==> config.mk <==
export PLATFORM = sky130hd
export DESIGN_NAME = updi_phy_sched
export DESIGN_NICKNAME = d
export VERILOG_FILES = /design/src/rtl/updi_pkg.sv /design/src/rtl/updi_mem_mux.sv /design/src/rtl/updi_phy_sched.sv
export SDC_FILE = /design/constraint.sdc
export NUM_CORES = 1
export LEC_CHECK = 0
export ABC_AREA = 1
export CORE_ASPECT_RATIO = 1.5
export CORE_MARGIN = 1.5
export CORE_UTILIZATION = 27
export CTS_CLUSTER_SIZE = 24
export DETAILED_ROUTE_END_ITERATION = 12
export SYNTH_ARGS = -nofsm -noshare
export SYNTH_HDL_FRONTEND = slang
export SYNTH_SLANG_ARGS = --single-unit
==> constraint.sdc <==
create_clock -name i_clk -period 3.5 [get_ports i_clk]
set_input_delay 1.05 -clock i_clk [delete_from_list [all_inputs] [get_ports i_clk]]
set_output_delay 1.05 -clock i_clk [all_outputs]
set_load 0.02 [all_outputs]
==> src/rtl/updi_pkg.sv <==
// Shared types and widths for the UPDI PHY sequencer and its memory-port mux.
package updi_pkg;

  localparam int unsigned UPDI_DATA_W = 12;
  localparam int unsigned UPDI_ADDR_W = 7;

  typedef enum logic [2:0] {
    RST_PHY,
    IDLE,
    TX,
    GAP,
    RX,
    DONE
  } phy_sched_state_t;

  typedef enum logic [1:0] {
    GNT_NONE,
    GNT_CLIENT,
    GNT_PHY
  } mem_grant_t;

endpackage

==> src/rtl/updi_mem_mux.sv <==
// Combinational grant mux for the single BUFF_MEM port (client vs PHY).
module updi_mem_mux
  import updi_pkg::*;
#(
  parameter int unsigned DATA_W = UPDI_DATA_W,
  parameter int unsigned ADDR_W = UPDI_ADDR_W
) (
  input  mem_grant_t        grant,
  input  logic              cli_csb,
  input  logic              cli_web,
  input  logic [ADDR_W-1:0] cli_addr,
  input  logic [DATA_W-1:0] cli_din,
  input  logic              phy_csb,
  input  logic              phy_web,
  input  logic [ADDR_W-1:0] phy_addr,
  input  logic [DATA_W-1:0] phy_din,
  output logic              mem_csb,
  output logic              mem_web,
  output logic [ADDR_W-1:0] mem_addr,
  output logic [DATA_W-1:0] mem_din
);

  always_comb begin
    mem_csb  = 1'b1;
    mem_web  = 1'b1;
    mem_addr = '0;
    mem_din  = '0;
    unique case (grant)
      GNT_CLIENT: begin
        mem_csb  = cli_csb;
        mem_web  = cli_web;
        mem_addr = cli_addr;
        mem_din  = cli_din;
      end
      GNT_PHY: begin
        mem_csb  = phy_csb;
        mem_web  = phy_web;
        mem_addr = phy_addr;
        mem_din  = phy_din;
      end
      default: ;
    endcase
  end

endmodule

==> src/rtl/updi_phy_sched.sv <==
// UPDI PHY sequencer: loads TX frames, drives PHY rst/ten/ren, arbitrates BUFF_MEM.
// Optional RX watchdog: define UPDI_PHY_SCHED_TIMEOUT_EN.
module updi_phy_sched
  import updi_pkg::*;
#(
  parameter int unsigned DATA_W      = UPDI_DATA_W,
  parameter int unsigned ADDR_W      = UPDI_ADDR_W,
  parameter int unsigned DEPTH       = 128,
  parameter int unsigned RST_CYCLES  = 4,
  parameter int unsigned GAP_CYCLES  = 2,
  parameter int unsigned TIMEOUT_CYC = 4096
) (
  input  logic              i_clk,
  input  logic              i_rstn,
  input  logic              i_wr_valid,
  output logic              o_wr_ready,
  input  logic [DATA_W-1:0] i_wr_data,
  input  logic              i_start,
  input  logic              i_rx_en,
  output logic              o_busy,
  output logic              o_done,
  output logic              o_timeout,
  output logic [ADDR_W:0]   o_wr_count,
  input  logic              i_rd_req,
  input  logic [ADDR_W-1:0] i_rd_addr,
  output logic              o_rd_valid,
  output logic [DATA_W-1:0] o_rd_data,
  output logic              o_phy_rst,
  output logic              o_ten,
  output logic              o_ren,
  input  logic              i_tend,
  input  logic              i_rend,
  input  logic              i_phy_csb0,
  input  logic              i_phy_web0,
  input  logic [ADDR_W-1:0] i_phy_addr0,
  input  logic [DATA_W-1:0] i_phy_din0,
  output logic              o_csb0,
  output logic              o_web0,
  output logic [ADDR_W-1:0] o_addr0,
  output logic [DATA_W-1:0] o_din0,
  input  logic [DATA_W-1:0] i_dout0
);

  localparam int unsigned RST_W = $clog2(RST_CYCLES + 1);
  localparam int unsigned GAP_W = $clog2(GAP_CYCLES + 1);
  localparam logic [ADDR_W:0] FULL = (ADDR_W + 1)'(DEPTH);

  phy_sched_state_t state, state_nxt;
  mem_grant_t       grant;

  logic [RST_W-1:0]  rst_cnt;
  logic [GAP_W-1:0]  gap_cnt;
  logic [ADDR_W:0]   wr_ptr;
  logic              rx_lat;
  logic              rd_valid_q;
  logic              wr_fire;
  logic              rd_issue;
  logic              rst_last;
  logic              gap_last;
  logic              tmo_hit;
  logic              cli_csb;
  logic              cli_web;
  logic [ADDR_W-1:0] cli_addr;
  logic [DATA_W-1:0] cli_din;

  assign rst_last = (rst_cnt == RST_W'(RST_CYCLES - 1));
  assign gap_last = (gap_cnt == GAP_W'(GAP_CYCLES - 1));

`ifdef UPDI_PHY_SCHED_TIMEOUT_EN
  localparam int unsigned TMO_W = $clog2(TIMEOUT_CYC + 1);
  logic [TMO_W-1:0] tmo_cnt;

  always_ff @(posedge i_clk or negedge i_rstn) begin
    if (!i_rstn)          tmo_cnt <= '0;
    else if (state != RX) tmo_cnt <= '0;
    else                  tmo_cnt <= tmo_cnt + TMO_W'(1);
  end

  // A coincident i_rend still wins over the watchdog.
  assign tmo_hit = (state == RX) && !i_rend && (tmo_cnt == TMO_W'(TIMEOUT_CYC - 1));
`else
  // Watchdog not built; the parameter stays for interface compatibility.
  assign tmo_hit = 1'b0 && (TIMEOUT_CYC != 0);
`endif

  always_ff @(posedge i_clk or negedge i_rstn) begin
    if (!i_rstn) state <= RST_PHY;
    else         state <= state_nxt;
  end

  always_comb begin
    state_nxt = state;
    unique case (state)
      RST_PHY: if (rst_last) state_nxt = IDLE;
      IDLE:    if (i_start && (wr_ptr != '0)) state_nxt = TX;
      TX:      if (i_tend) state_nxt = rx_lat ? GAP : DONE;
      GAP:     if (gap_last) state_nxt = RX;
      RX: begin
        if (tmo_hit)     state_nxt = RST_PHY;
        else if (i_rend) state_nxt = DONE;
      end
      DONE:    state_nxt = IDLE;
      default: state_nxt = RST_PHY;
    endcase
  end

  always_comb begin
    o_phy_rst  = (state == RST_PHY);
    o_ten      = (state == TX);
    o_ren      = (state == RX) && !tmo_hit;
    o_busy     = (state != IDLE);
    o_done     = (state == DONE) || tmo_hit;
    o_timeout  = tmo_hit;
    o_wr_ready = (state == IDLE) && (wr_ptr < FULL);
    unique case (state)
      IDLE:    grant = GNT_CLIENT;
      TX, RX:  grant = GNT_PHY;
      default: grant = GNT_NONE;
    endcase
  end

  // Client port: a write in the same cycle pre-empts a read, which simply retries.
  always_comb begin
    wr_fire  = i_wr_valid && o_wr_ready;
    rd_issue = (state == IDLE) && i_rd_req && !wr_fire;
    cli_csb  = !(wr_fire || rd_issue);
    cli_web  = !wr_fire;
    cli_addr = wr_fire ? wr_ptr[ADDR_W-1:0] : i_rd_addr;
    cli_din  = wr_fire ? i_wr_data : '0;
  end

  always_ff @(posedge i_clk or negedge i_rstn) begin
    if (!i_rstn) begin
      rst_cnt    <= '0;
      gap_cnt    <= '0;
      wr_ptr     <= '0;
      rx_lat     <= 1'b0;
      rd_valid_q <= 1'b0;
    end else begin
      rst_cnt    <= (state == RST_PHY) ? rst_cnt + RST_W'(1) : '0;
      gap_cnt    <= (state == GAP) ? gap_cnt + GAP_W'(1) : '0;
      rd_valid_q <= rd_issue;
      if (state == IDLE && i_start) rx_lat <= i_rx_en;
      if (state == DONE || state == RST_PHY) wr_ptr <= '0;
      else if (wr_fire)                      wr_ptr <= wr_ptr + (ADDR_W + 1)'(1);
    end
  end

  assign o_wr_count = wr_ptr;
  assign o_rd_valid = rd_valid_q;
  assign o_rd_data  = rd_valid_q ? i_dout0 : '0;

  updi_mem_mux #(
    .DATA_W(DATA_W),
    .ADDR_W(ADDR_W)
  ) u_mem_mux (
    .grant    (grant),
    .cli_csb  (cli_csb),
    .cli_web  (cli_web),
    .cli_addr (cli_addr),
    .cli_din  (cli_din),
    .phy_csb  (i_phy_csb0),
    .phy_web  (i_phy_web0),
    .phy_addr (i_phy_addr0),
    .phy_din  (i_phy_din0),
    .mem_csb  (o_csb0),
    .mem_web  (o_web0),
    .mem_addr (o_addr0),
    .mem_din  (o_din0)
  );

endmodule

==> flow_summary.json <==
{
  "cts_tree": "built",
  "cp_common_cell": "nor2_1",
  "netlist_instances": 269,
  "antenna_cells": 0,
  "area_growth_pct": 73.22,
  "slowest_delay_ns": 0.33,
  "grt_pass1_vias": 1882,
  "chipHeight_um": 100.9,
  "p_int_mw": 0.9314,
  "worstSetupPathType": "input port to output pin",
  "crit_start": "i_wr_valid",
  "hpwl_um": 4446,
  "routedWlPerCell_um": 11.95,
  "setup_violations": 0,
  "syn_area_um2": 1724,
  "hold_class": "register to register",
  "max_freq_mhz": 302.2,
  "clockPowerShare_pct": 9.3,
  "portBuffers": 107,
  "finalMaxSlewViolations": 0,
  "crit_path_end": "o_addr0[4]",
  "p_seq_share_pct": 16.1,
  "ys_seq_elements": 18,
  "synth_seq_area_share_pct": 26.12,
  "p_sw_share_pct": 50.52,
  "cts_buffers": 3,
  "rsz0062_at_grt": "false",
  "irDropWorstVdd_mv": 0.2519,
  "worstPathMaxFanout": 7,
  "drv_cap": 0,
  "h-tree-depth": 1,
  "power.switching_mw": 0.9511,
  "worst_pin_slew_ns": 0.9086,
  "power_mw": 1.882,
  "die_w_um": 68.25,
  "drtAntennaViolNets": 0,
  "drive_gt1_share_pct": 15.36,
  "cp_slowest_cell": "dlygate4sd2_1",
  "relSlewSlack_pct": 39.24,
  "antenna_found_initial": 0,
  "yosysWarnings": 0,
  "cp_num_buf_inv": 3,
  "power_frac_comb_pct": 74.5,
  "fin_nets": 452,
  "power_density_nw_per_um2": 630.3,
  "grt_pass1_wl_um": 8231,
  "cts_max_path_buffers": 2,
  "postCtsSetupRepairBufs": 0,
  "avgViaCountPerCell": 4.432,
  "grt_max_degree": 22,
  "period_share_pct": 94.54,
  "hold_viol_final": 0,
  "clkLatencyLatePin_ns": 0.26,
  "overflow": 0,
  "yosys.cell_types.count": 28,
  "r2r-start": "state[0]$_DFFE_PN0P_",
  "crit_cells": 8,
  "worst-r2r-setup-slack_ns": 1.94,
  "first_iter_violations": 51,
  "cp-end-kind": "output pin",
  "vias": 2030,
  "cp_cell_sequence": "dlygate4sd2_1, nand4_4, buf_4, nand2_4, nor2_1, nor2_1, nor2_1, dlygate4sd2_1",
  "cp_top_family": "buffers and inverters",
  "reg2reg_to": "o_wr_count[5]$_DFFE_PN0P_",
  "routed_wl_um": 5472,
  "std_cell_rows": 35,
  "post-route-util_pct": 48.37,
  "gp_congestion": 0.8001,
  "synth.avg_cell_area_um2": 6.409,
  "crit_required_ns": 2.45,
  "worst_ep_arrival_time_ns": 2.26,
  "drc": 0,
  "syn_nets": 336,
  "start_kind": "input port",
  "fin_crit_ns": 3.309,
  "cts_hold_buffers": 0,
  "first_pass_iters": 4,
  "ios": 109,
  "ff2ff_path_depth": 9,
  "die-area_um2": 6884,
  "power.leakage_nw": 1.490,
  "status": "completed",
  "cts.sinks": 18,
  "core_um2": 6175,
  "finClkSkew_ns": 0.001251,
  "grt_usage_pct": 15.48,
  "path_clk_slew_ns": 0.07,
  "initial_core_util_pct": 27.92,
  "clock-root-buffer": "clkbuf_8"
}
-- registers in the layout (all words and copies together), names as in the netlist --
name / cells
gap_cnt: 2
o_rd_valid: 1
o_wr_count: 8
rst_cnt: 3
rx_lat: 1
state: 3
-- final cells by class --
cell class              instances  area (um2)
fillers                       659        3188
repair buffers                121        1189
multi-input cells             189        1005
flip-flops and latches         18       450.4
inverters                      52       195.2
well taps                      74       92.59
clock buffers                   4       55.05
-- synthesized netlist by cell type, drive strengths merged --
library cell	n	area share [%]
nand4	10	4.5
nor3	1	0.29
a21boi	1	0.44
nor2	31	8.1
a21oi	18	7.6
nand3	21	6.4
buf	4	2.5
clkbuf	6	1.9
o21ai	11	4.1
inv	52	11
conb	1	0.22
ha	7	5.1
dfrtp	18	26
nand2	87	21
o22ai	1	0.36
-- worst min path at each step --
stage / from / endpoint / slack [ns] / cells past startpoint
after global placement: gap_cnt[0]$_DFF_PN0_ / gap_cnt[0]$_DFF_PN0_ / 0.42 / 1
after floorplan: gap_cnt[0]$_DFF_PN0_ / gap_cnt[0]$_DFF_PN0_ / 0.41 / 1
after detailed placement: gap_cnt[0]$_DFF_PN0_ / gap_cnt[0]$_DFF_PN0_ / 0.43 / 1
after CTS: gap_cnt[0]$_DFF_PN0_ / gap_cnt[0]$_DFF_PN0_ / 0.44 / 1
after global routing: rst_cnt[0]$_DFF_PN0_ / rst_cnt[0]$_DFF_PN0_ / 0.47 / 1
final: rst_cnt[0]$_DFF_PN0_ / rst_cnt[0]$_DFF_PN0_ / 0.43 / 1
-- cell families after synthesis --
| family | synth area share [%] |
|---|---|
| buffers and inverters | 15.75 |
| adder cells (fa/ha/maj) | 5.080 |
| AO/OA/AOI/OAI | 12.48 |
| other | 0.2175 |
| flip-flops | 26.12 |
| AND/OR/NAND/NOR | 40.35 |
-- cell usage in the layout, fill, tap and decap left out, drive strengths merged --
cell / n
ha: 7
a21oi: 18
nand4: 10
nor3: 1
inv: 52
nor2: 31
dlygate4sd2: 16
dfrtp: 18
nand3: 21
dlymetal6s2s: 1
clkdlybuf4s50: 85
o22ai: 1
a21boi: 1
clkbuf: 4
nand2: 87
conb: 1
clkdlybuf4s15: 5
o21ai: 11
buf: 14
-- timing repair --
| item | 4_1_cts | 5_1_grt |
|---|---|---|
| endpoints found under the setup margin | 21 | 2 |
| gates resized for setup | 30 | 2 |
| pin swaps | 0 | 0 |
-- routing by layer --
layer | vias to the layer above | GRT usage, % | share of wire [%]
met5 | - | 0 | 0
met4 | 0 | 6.462 | 2.1
met3 | 8 | 2.570 | 7.6
met2 | 76 | 29.35 | 51
met1 | 891 | 15.96 | 40
li1 | 1055 | - | -
-- per-stage QoR --
stage	setup WS (ns)	hold WS, ns	instances	cell area (um2)	TNS, ns
after floorplan	0.3056	0.4074	269	1724	0
after global placement	-0.3324	0.4181	454	2942	-5.957
after detailed placement	-0.3615	0.4269	454	2942	-6.423
after CTS	0.06955	0.4371	458	2983	0
after global routing	0.001802	0.4661	458	2987	0
final	0.1911	0.4314	458	2987	0
-- worst reg2reg max path, cell delays in order (launching register included) --
cell     delay [ns]
dfrtp_1        0.35
buf_4          0.14
inv_2          0.05
nor2_4         0.11
nand4_4        0.11
buf_4          0.19
inv_1          0.28
nand2_1        0.09
nand2_1        0.08
a21oi_2        0.05
-- power by group through the flow --
stage                     Clock, mW  Sequential, mW  Combinational (mW)
after global placement            0           0.307                1.46
after CTS                     0.181           0.304                1.43
final                         0.176           0.304                1.40
after global routing          0.187           0.311                1.56
after floorplan                   0           0.313               0.842
after detailed placement          0           0.308                1.46
No activity file was read; power rests on OpenSTA's default activity.
